## src/rtl/axil_cmd_master.sv

```systemverilog
// ============================================================================
// Module   : axil_cmd_master
// Purpose  : Single-transaction AXI4-Lite master driven by a pulse command port.
//            Runs one write (AW+W -> B) or one read (AR -> R) per command and
//            reports response code, read data and elapsed cycle count.
// Revision : 1.0 - initial release
// ============================================================================
`default_nettype none

module axil_cmd_master #(
  parameter int AW    = 32,
  parameter int CNT_W = 16
) (
  input  logic             clk,
  input  logic             resetn,
  // command port
  input  logic             CMD_START,
  input  logic             CMD_WRITE,
  input  logic [AW-1:0]    CMD_ADDR,
  input  logic [31:0]      CMD_WDATA,
  output logic             CMD_IDLE,
  output logic             RSP_VALID,
  output logic [1:0]       RSP_RESP,
  output logic [31:0]      RSP_RDATA,
  output logic [CNT_W-1:0] RSP_CYCLES,
  // write address channel
  output logic [AW-1:0]    M_AXI_AWADDR,
  output logic             M_AXI_AWVALID,
  output logic [2:0]       M_AXI_AWPROT,
  input  logic             M_AXI_AWREADY,
  // write data channel
  output logic [31:0]      M_AXI_WDATA,
  output logic [3:0]       M_AXI_WSTRB,
  output logic             M_AXI_WVALID,
  input  logic             M_AXI_WREADY,
  // write response channel
  input  logic [1:0]       M_AXI_BRESP,
  input  logic             M_AXI_BVALID,
  output logic             M_AXI_BREADY,
  // read address channel
  output logic [AW-1:0]    M_AXI_ARADDR,
  output logic             M_AXI_ARVALID,
  output logic [2:0]       M_AXI_ARPROT,
  input  logic             M_AXI_ARREADY,
  // read data channel
  input  logic [31:0]      M_AXI_RDATA,
  input  logic [1:0]       M_AXI_RRESP,
  input  logic             M_AXI_RVALID,
  output logic             M_AXI_RREADY
);

  localparam logic [2:0] S_IDLE  = 3'd0;
  localparam logic [2:0] S_WRITE = 3'd1;
  localparam logic [2:0] S_WRESP = 3'd2;
  localparam logic [2:0] S_RADDR = 3'd3;
  localparam logic [2:0] S_RDATA = 3'd4;

  logic [2:0]       state;
  logic [AW-1:0]    addr_q;
  logic [31:0]      wdata_q;
  logic             awvalid;
  logic             wvalid;
  logic             bready;
  logic             arvalid;
  logic             rready;
  logic             rsp_valid;
  logic [1:0]       rsp_resp;
  logic [31:0]      rsp_rdata;
  logic [CNT_W-1:0] cycles;

  // A write channel counts as finished once its VALID has already dropped or
  // its handshake completes on this edge; AW and W finish independently.
  logic aw_ok;
  logic w_ok;
  assign aw_ok = ~awvalid | M_AXI_AWREADY;
  assign w_ok  = ~wvalid  | M_AXI_WREADY;

  // Transaction sequencer, channel handshakes, response capture and latency count
  always_ff @(posedge clk) begin
    if (!resetn) begin
      state     <= S_IDLE;
      addr_q    <= '0;
      wdata_q   <= '0;
      awvalid   <= 1'b0;
      wvalid    <= 1'b0;
      bready    <= 1'b0;
      arvalid   <= 1'b0;
      rready    <= 1'b0;
      rsp_valid <= 1'b0;
      rsp_resp  <= 2'b00;
      rsp_rdata <= '0;
      cycles    <= '0;
    end else begin
      rsp_valid <= 1'b0;
      // latency counter advances on every busy cycle and saturates
      if (state != S_IDLE && cycles != {CNT_W{1'b1}}) begin
        cycles <= cycles + 1'b1;
      end
      case (state)
        S_IDLE: begin
          if (CMD_START) begin
            addr_q  <= CMD_ADDR;
            wdata_q <= CMD_WDATA;
            cycles  <= '0;
            if (CMD_WRITE) begin
              awvalid <= 1'b1;
              wvalid  <= 1'b1;
              state   <= S_WRITE;
            end else begin
              arvalid <= 1'b1;
              state   <= S_RADDR;
            end
          end
        end
        S_WRITE: begin
          if (awvalid && M_AXI_AWREADY) awvalid <= 1'b0;
          if (wvalid && M_AXI_WREADY)   wvalid  <= 1'b0;
          if (aw_ok && w_ok) begin
            bready <= 1'b1;
            state  <= S_WRESP;
          end
        end
        S_WRESP: begin
          if (M_AXI_BVALID) begin
            bready    <= 1'b0;
            rsp_resp  <= M_AXI_BRESP;
            rsp_valid <= 1'b1;
            state     <= S_IDLE;
          end
        end
        S_RADDR: begin
          if (M_AXI_ARREADY) begin
            arvalid <= 1'b0;
            rready  <= 1'b1;
            state   <= S_RDATA;
          end
        end
        S_RDATA: begin
          if (M_AXI_RVALID) begin
            rready    <= 1'b0;
            rsp_rdata <= M_AXI_RDATA;
            rsp_resp  <= M_AXI_RRESP;
            rsp_valid <= 1'b1;
            state     <= S_IDLE;
          end
        end
        default: begin
          awvalid <= 1'b0;
          wvalid  <= 1'b0;
          bready  <= 1'b0;
          arvalid <= 1'b0;
          rready  <= 1'b0;
          state   <= S_IDLE;
        end
      endcase
    end
  end

  assign CMD_IDLE      = (state == S_IDLE);
  assign RSP_VALID     = rsp_valid;
  assign RSP_RESP      = rsp_resp;
  assign RSP_RDATA     = rsp_rdata;
  assign RSP_CYCLES    = cycles;

  assign M_AXI_AWADDR  = addr_q;
  assign M_AXI_AWVALID = awvalid;
  assign M_AXI_AWPROT  = 3'b000;
  assign M_AXI_WDATA   = wdata_q;
  assign M_AXI_WSTRB   = 4'hF;
  assign M_AXI_WVALID  = wvalid;
  assign M_AXI_BREADY  = bready;
  assign M_AXI_ARADDR  = addr_q;
  assign M_AXI_ARVALID = arvalid;
  assign M_AXI_ARPROT  = 3'b000;
  assign M_AXI_RREADY  = rready;

endmodule

`default_nettype wire

```

## config.mk

```make
export PLATFORM = sky130hd
export DESIGN_NAME = axil_cmd_master
export DESIGN_NICKNAME = d
export VERILOG_FILES = /design/src/rtl/axil_cmd_master.sv
export SDC_FILE = /design/constraint.sdc
export NUM_CORES = 1
export LEC_CHECK = 0
export BUFFER_PORTS_ARGS = -buffer_cell sky130_fd_sc_hd__buf_2
export CAP_MARGIN = 15
export CORE_ASPECT_RATIO = 0.6
export CORE_UTILIZATION = 45
export DETAILED_ROUTE_END_ITERATION = 8
export PLACE_DENSITY_LB_ADDON = 0.2
export RECOVER_POWER = 100
export SLEW_MARGIN = 0
export SYNTH_ARGS = -nofsm -noshare
export SYNTH_HDL_FRONTEND = slang
export SYNTH_SLANG_ARGS = --single-unit
export TNS_END_PERCENT = 100
```

## constraint.sdc

```tcl
create_clock -name clk -period 1.95 [get_ports clk]
set_clock_uncertainty 0.2 [all_clocks]
set_input_delay 0 -clock clk [delete_from_list [all_inputs] [get_ports clk]]
set_output_delay 0 -clock clk [all_outputs]
set_load 0.005 [all_outputs]
```

==> flow_metrics.tcl <==
set metrics [dict create \
    status "finished clean" \
    io_pins 272 \
    hold_violations 0 \
    crit_arrival_ns 2.02 \
    synthTopCellsByArea "dfxtp_1, nand2_1, a21boi_1, a21boi_0, buf_4" \
    dpl.hpwl_mm 10.22 \
    ys_seq_area_frac 0.4623 \
    yosys.area.top_type "dfxtp_1" \
    start_util 0.4668 \
    cp_top_family "simple AND/OR/NAND/NOR gates" \
    nets 1070 \
    placed_area_mm2 0.006507 \
    clockBufferDepth 2 \
    synth_area_mm2 0.005326 \
    routed_wl_mm 16.38 \
    clock_latency_ns 0.40 \
    netlist_instances 629 \
    slew_headroom 0.6480 \
    drt-initial-drc-count 290 \
    die_area_mm2 0.01229 \
    synth_seq_cells 123 \
    synth_top_flop_cell "dfxtp_1" \
    vias 5575 \
    critical-path-slowest-cell "or4_1" \
    wire_per_inst_um 14.47 \
    fp.dieW_um 142.5 \
    port_buffers 261 \
    viasPerCell 4.925 \
    finalNonFillerCells 1132 \
    end_kind "register" \
    synth.avg_cell_area_um2 8.468 \
    cts_tree "built" \
    drive_gt1_frac 0.2644 \
    cp_slowest_stage_delay_ns 0.49 \
    chipHeight_um 86.27 \
    rsz0062_at_grt "yes" \
    rows 30 \
    min_period_ns 1.901 \
    hold_path_class "in2reg" \
    cap_violations 0 \
    placedCellCount 992 \
    grt_pass1_vias 5456 \
    htree_levels 4 \
    clock-sinks 123 \
    gp_congestion 0.8529 \
    finalInstanceArea_mm2 0.008179 \
    synth.most_common_cell "nand2_1" \
    grt_antenna_before_repair 0 \
    synthTopCellsByCount "nand2_1, dfxtp_1, a21boi_1, a21boi_0, buf_4" \
    irDropWorstVdd_v 0.0006670 \
    grt_max_degree 62 \
    p_per_area_mw_per_mm2 871.6 \
    crit_chain "nand4_1 -> nand2b_1 -> or4_1 -> a21oi_1" \
    post_cts_buffers 0 \
    finalCritPeriodShare 0.9750 \
    worst_pin_slew_ns 0.5209 \
    ant_nets 0 \
    grt_overflow 0 \
    track_usage 0.2678 \
    synth_cell_types 49 \
    critical_path_buf_inv_count 0 \
    cts_root_buf "clkbuf_16" \
    max_freq_mhz 526.0 \
    synth_edf_count 0 \
    core-area_mm2 0.01141 \
    cts_buffers 17 \
    drc 0 \
    cts.clk_slew.worst_paths_ns 0.06 \
    grt_first_pass_wirelength_mm 25.94 \
    area_delta_synth_final_pct 53.56 \
    crit_path_start_kind "register" \
    diodes 0 \
    cp.required_ns 2.07 \
    drt_pass1_iterations 5 \
    yosysTopAreaCellShare 0.4623 \
    cp_max_fo 6 \
    setup_viol 0 \
    critical_path_class "reg2reg" \
    leakagePower_nw 3.565 \
    yosys_warnings 0 \
    synth-async-reset-ratio 0 \
    drv_slew 0 \
]
## layer usage
| layer | global-route usage | wire length (um) | part of all wire |
|---|---|---|---|
| met1 | 0.2995 | 6723 | 0.41 |
| met2 | 0.4791 | 8181 | 0.50 |
| met3 | 0.07956 | 1168 | 0.071 |
| met4 | 0.1124 | 303 | 0.019 |
| met5 | 0 | 0 | 0 |
## layout by cell type, fill, tap and decap left out, drive strengths merged, types with 2 or more instances in the layout
cell type	netlist	final
o31ai	6	6
nor2b	2	2
nor3	5	5
or3	3	3
nand3b	4	4
dlygate4sd3	0	109
nand2b	4	4
nor3b	2	2
a21boi	99	99
buf	62	213
a21oi	13	13
a31oi	3	3
nand2	205	205
bufinv	0	5
dfxtp	123	123
and4	5	5
o211a	3	3
or4	5	5
inv	5	5
nor4	2	2
nand4	6	6
o21ai	9	9
conb	2	10
nor2	5	5
and2	7	7
clkinv	0	5
clkbuf	20	84
o211ai	4	4
and3	3	3
nand4b	2	2
mux2i	2	2
nand3	7	7
## kinds of logic after synthesis
logic type / share of synthesized area
simple gates: 0.2314
compound gates: 0.1959
flops: 0.4623
other cells: 0.001410
buf+inv: 0.1029
mux: 0.003759
fa+ha+maj: 0.002349
## metrics by stage
| stage | power, W | util | setup slack [ns] | hold slack, ns | setup TNS [ns] |
|---|---|---|---|---|---|
| floorplan | 0.003293 | - | 0.1319 | -0.06517 | 0 |
| finish | 0.007129 | 0.7168 | 0.04882 | 0.1869 | 0 |
| CTS | 0.007180 | 0.7220 | 0.03853 | 0.1714 | 0 |
| global route | 0.007409 | 0.7168 | -0.03253 | 0.1838 | -0.09940 |
| global placement | 0.003578 | 0.5703 | 0.08414 | 0.03905 | 0 |
| detailed placement | 0.003607 | 0.5703 | 0.04580 | 0.04570 | 0 |
## cell type report
class / count / area, um2
fill: 905 / 3232
multi-input combinational: 427 / 2366
timing repair buffer: 386 / 2486
clock buffer: 20 / 446.7
tap: 160 / 200.2
sequential: 123 / 2465
inverter: 5 / 21.27
clock inverter: 11 / 193.9
## report_power, final
group / total [W] / switching (W) / internal [W]
registers: 0.00274 / 0.0000928 / 0.00265
logic: 0.000990 / 0.000480 / 0.000510
clock network: 0.00340 / 0.00110 / 0.00230
## worst min-delay path, cell delays in order
cell and delay (ns):
dlygate4sd3_1 0.53, buf_2 0.12, nand2_1 0.05, a21boi_1 0.05
## path summary, 6_finish.rpt
| check | startpoint | to | slack (ns) | depth (start not counted) |
|---|---|---|---|---|
| worst max-delay path | RSP_CYCLES[2] | RSP_CYCLES[7] | 0.05 | 4 |
| worst min-delay path | CMD_WDATA[22] | M_AXI_WDATA[22] | 0.19 | 4 |
| worst max register to register | RSP_CYCLES[2] | RSP_CYCLES[7] | 0.05 | 4 |
| worst min register to register | M_AXI_WDATA[28] | M_AXI_WDATA[28] | 0.26 | 2 |
## registers in the layout (all words and copies together), names as in the netlist
name           count
state              3
M_AXI_AWVALID      1
RSP_VALID          1
RSP_RESP           2
M_AXI_BREADY       1
M_AXI_WVALID       1
M_AXI_ARADDR      32
M_AXI_WDATA       32
RSP_RDATA         32
RSP_CYCLES        16
M_AXI_ARVALID      1
M_AXI_RREADY       1
## what timing repair did
action / in CTS / in global routing
hold buffers: 109 / 0
resized for setup: 0 / 5
endpoints found under the setup margin: 0 / 11
endpoints found under the hold margin: 121 / 0
(Power assumes the default switching activity.)
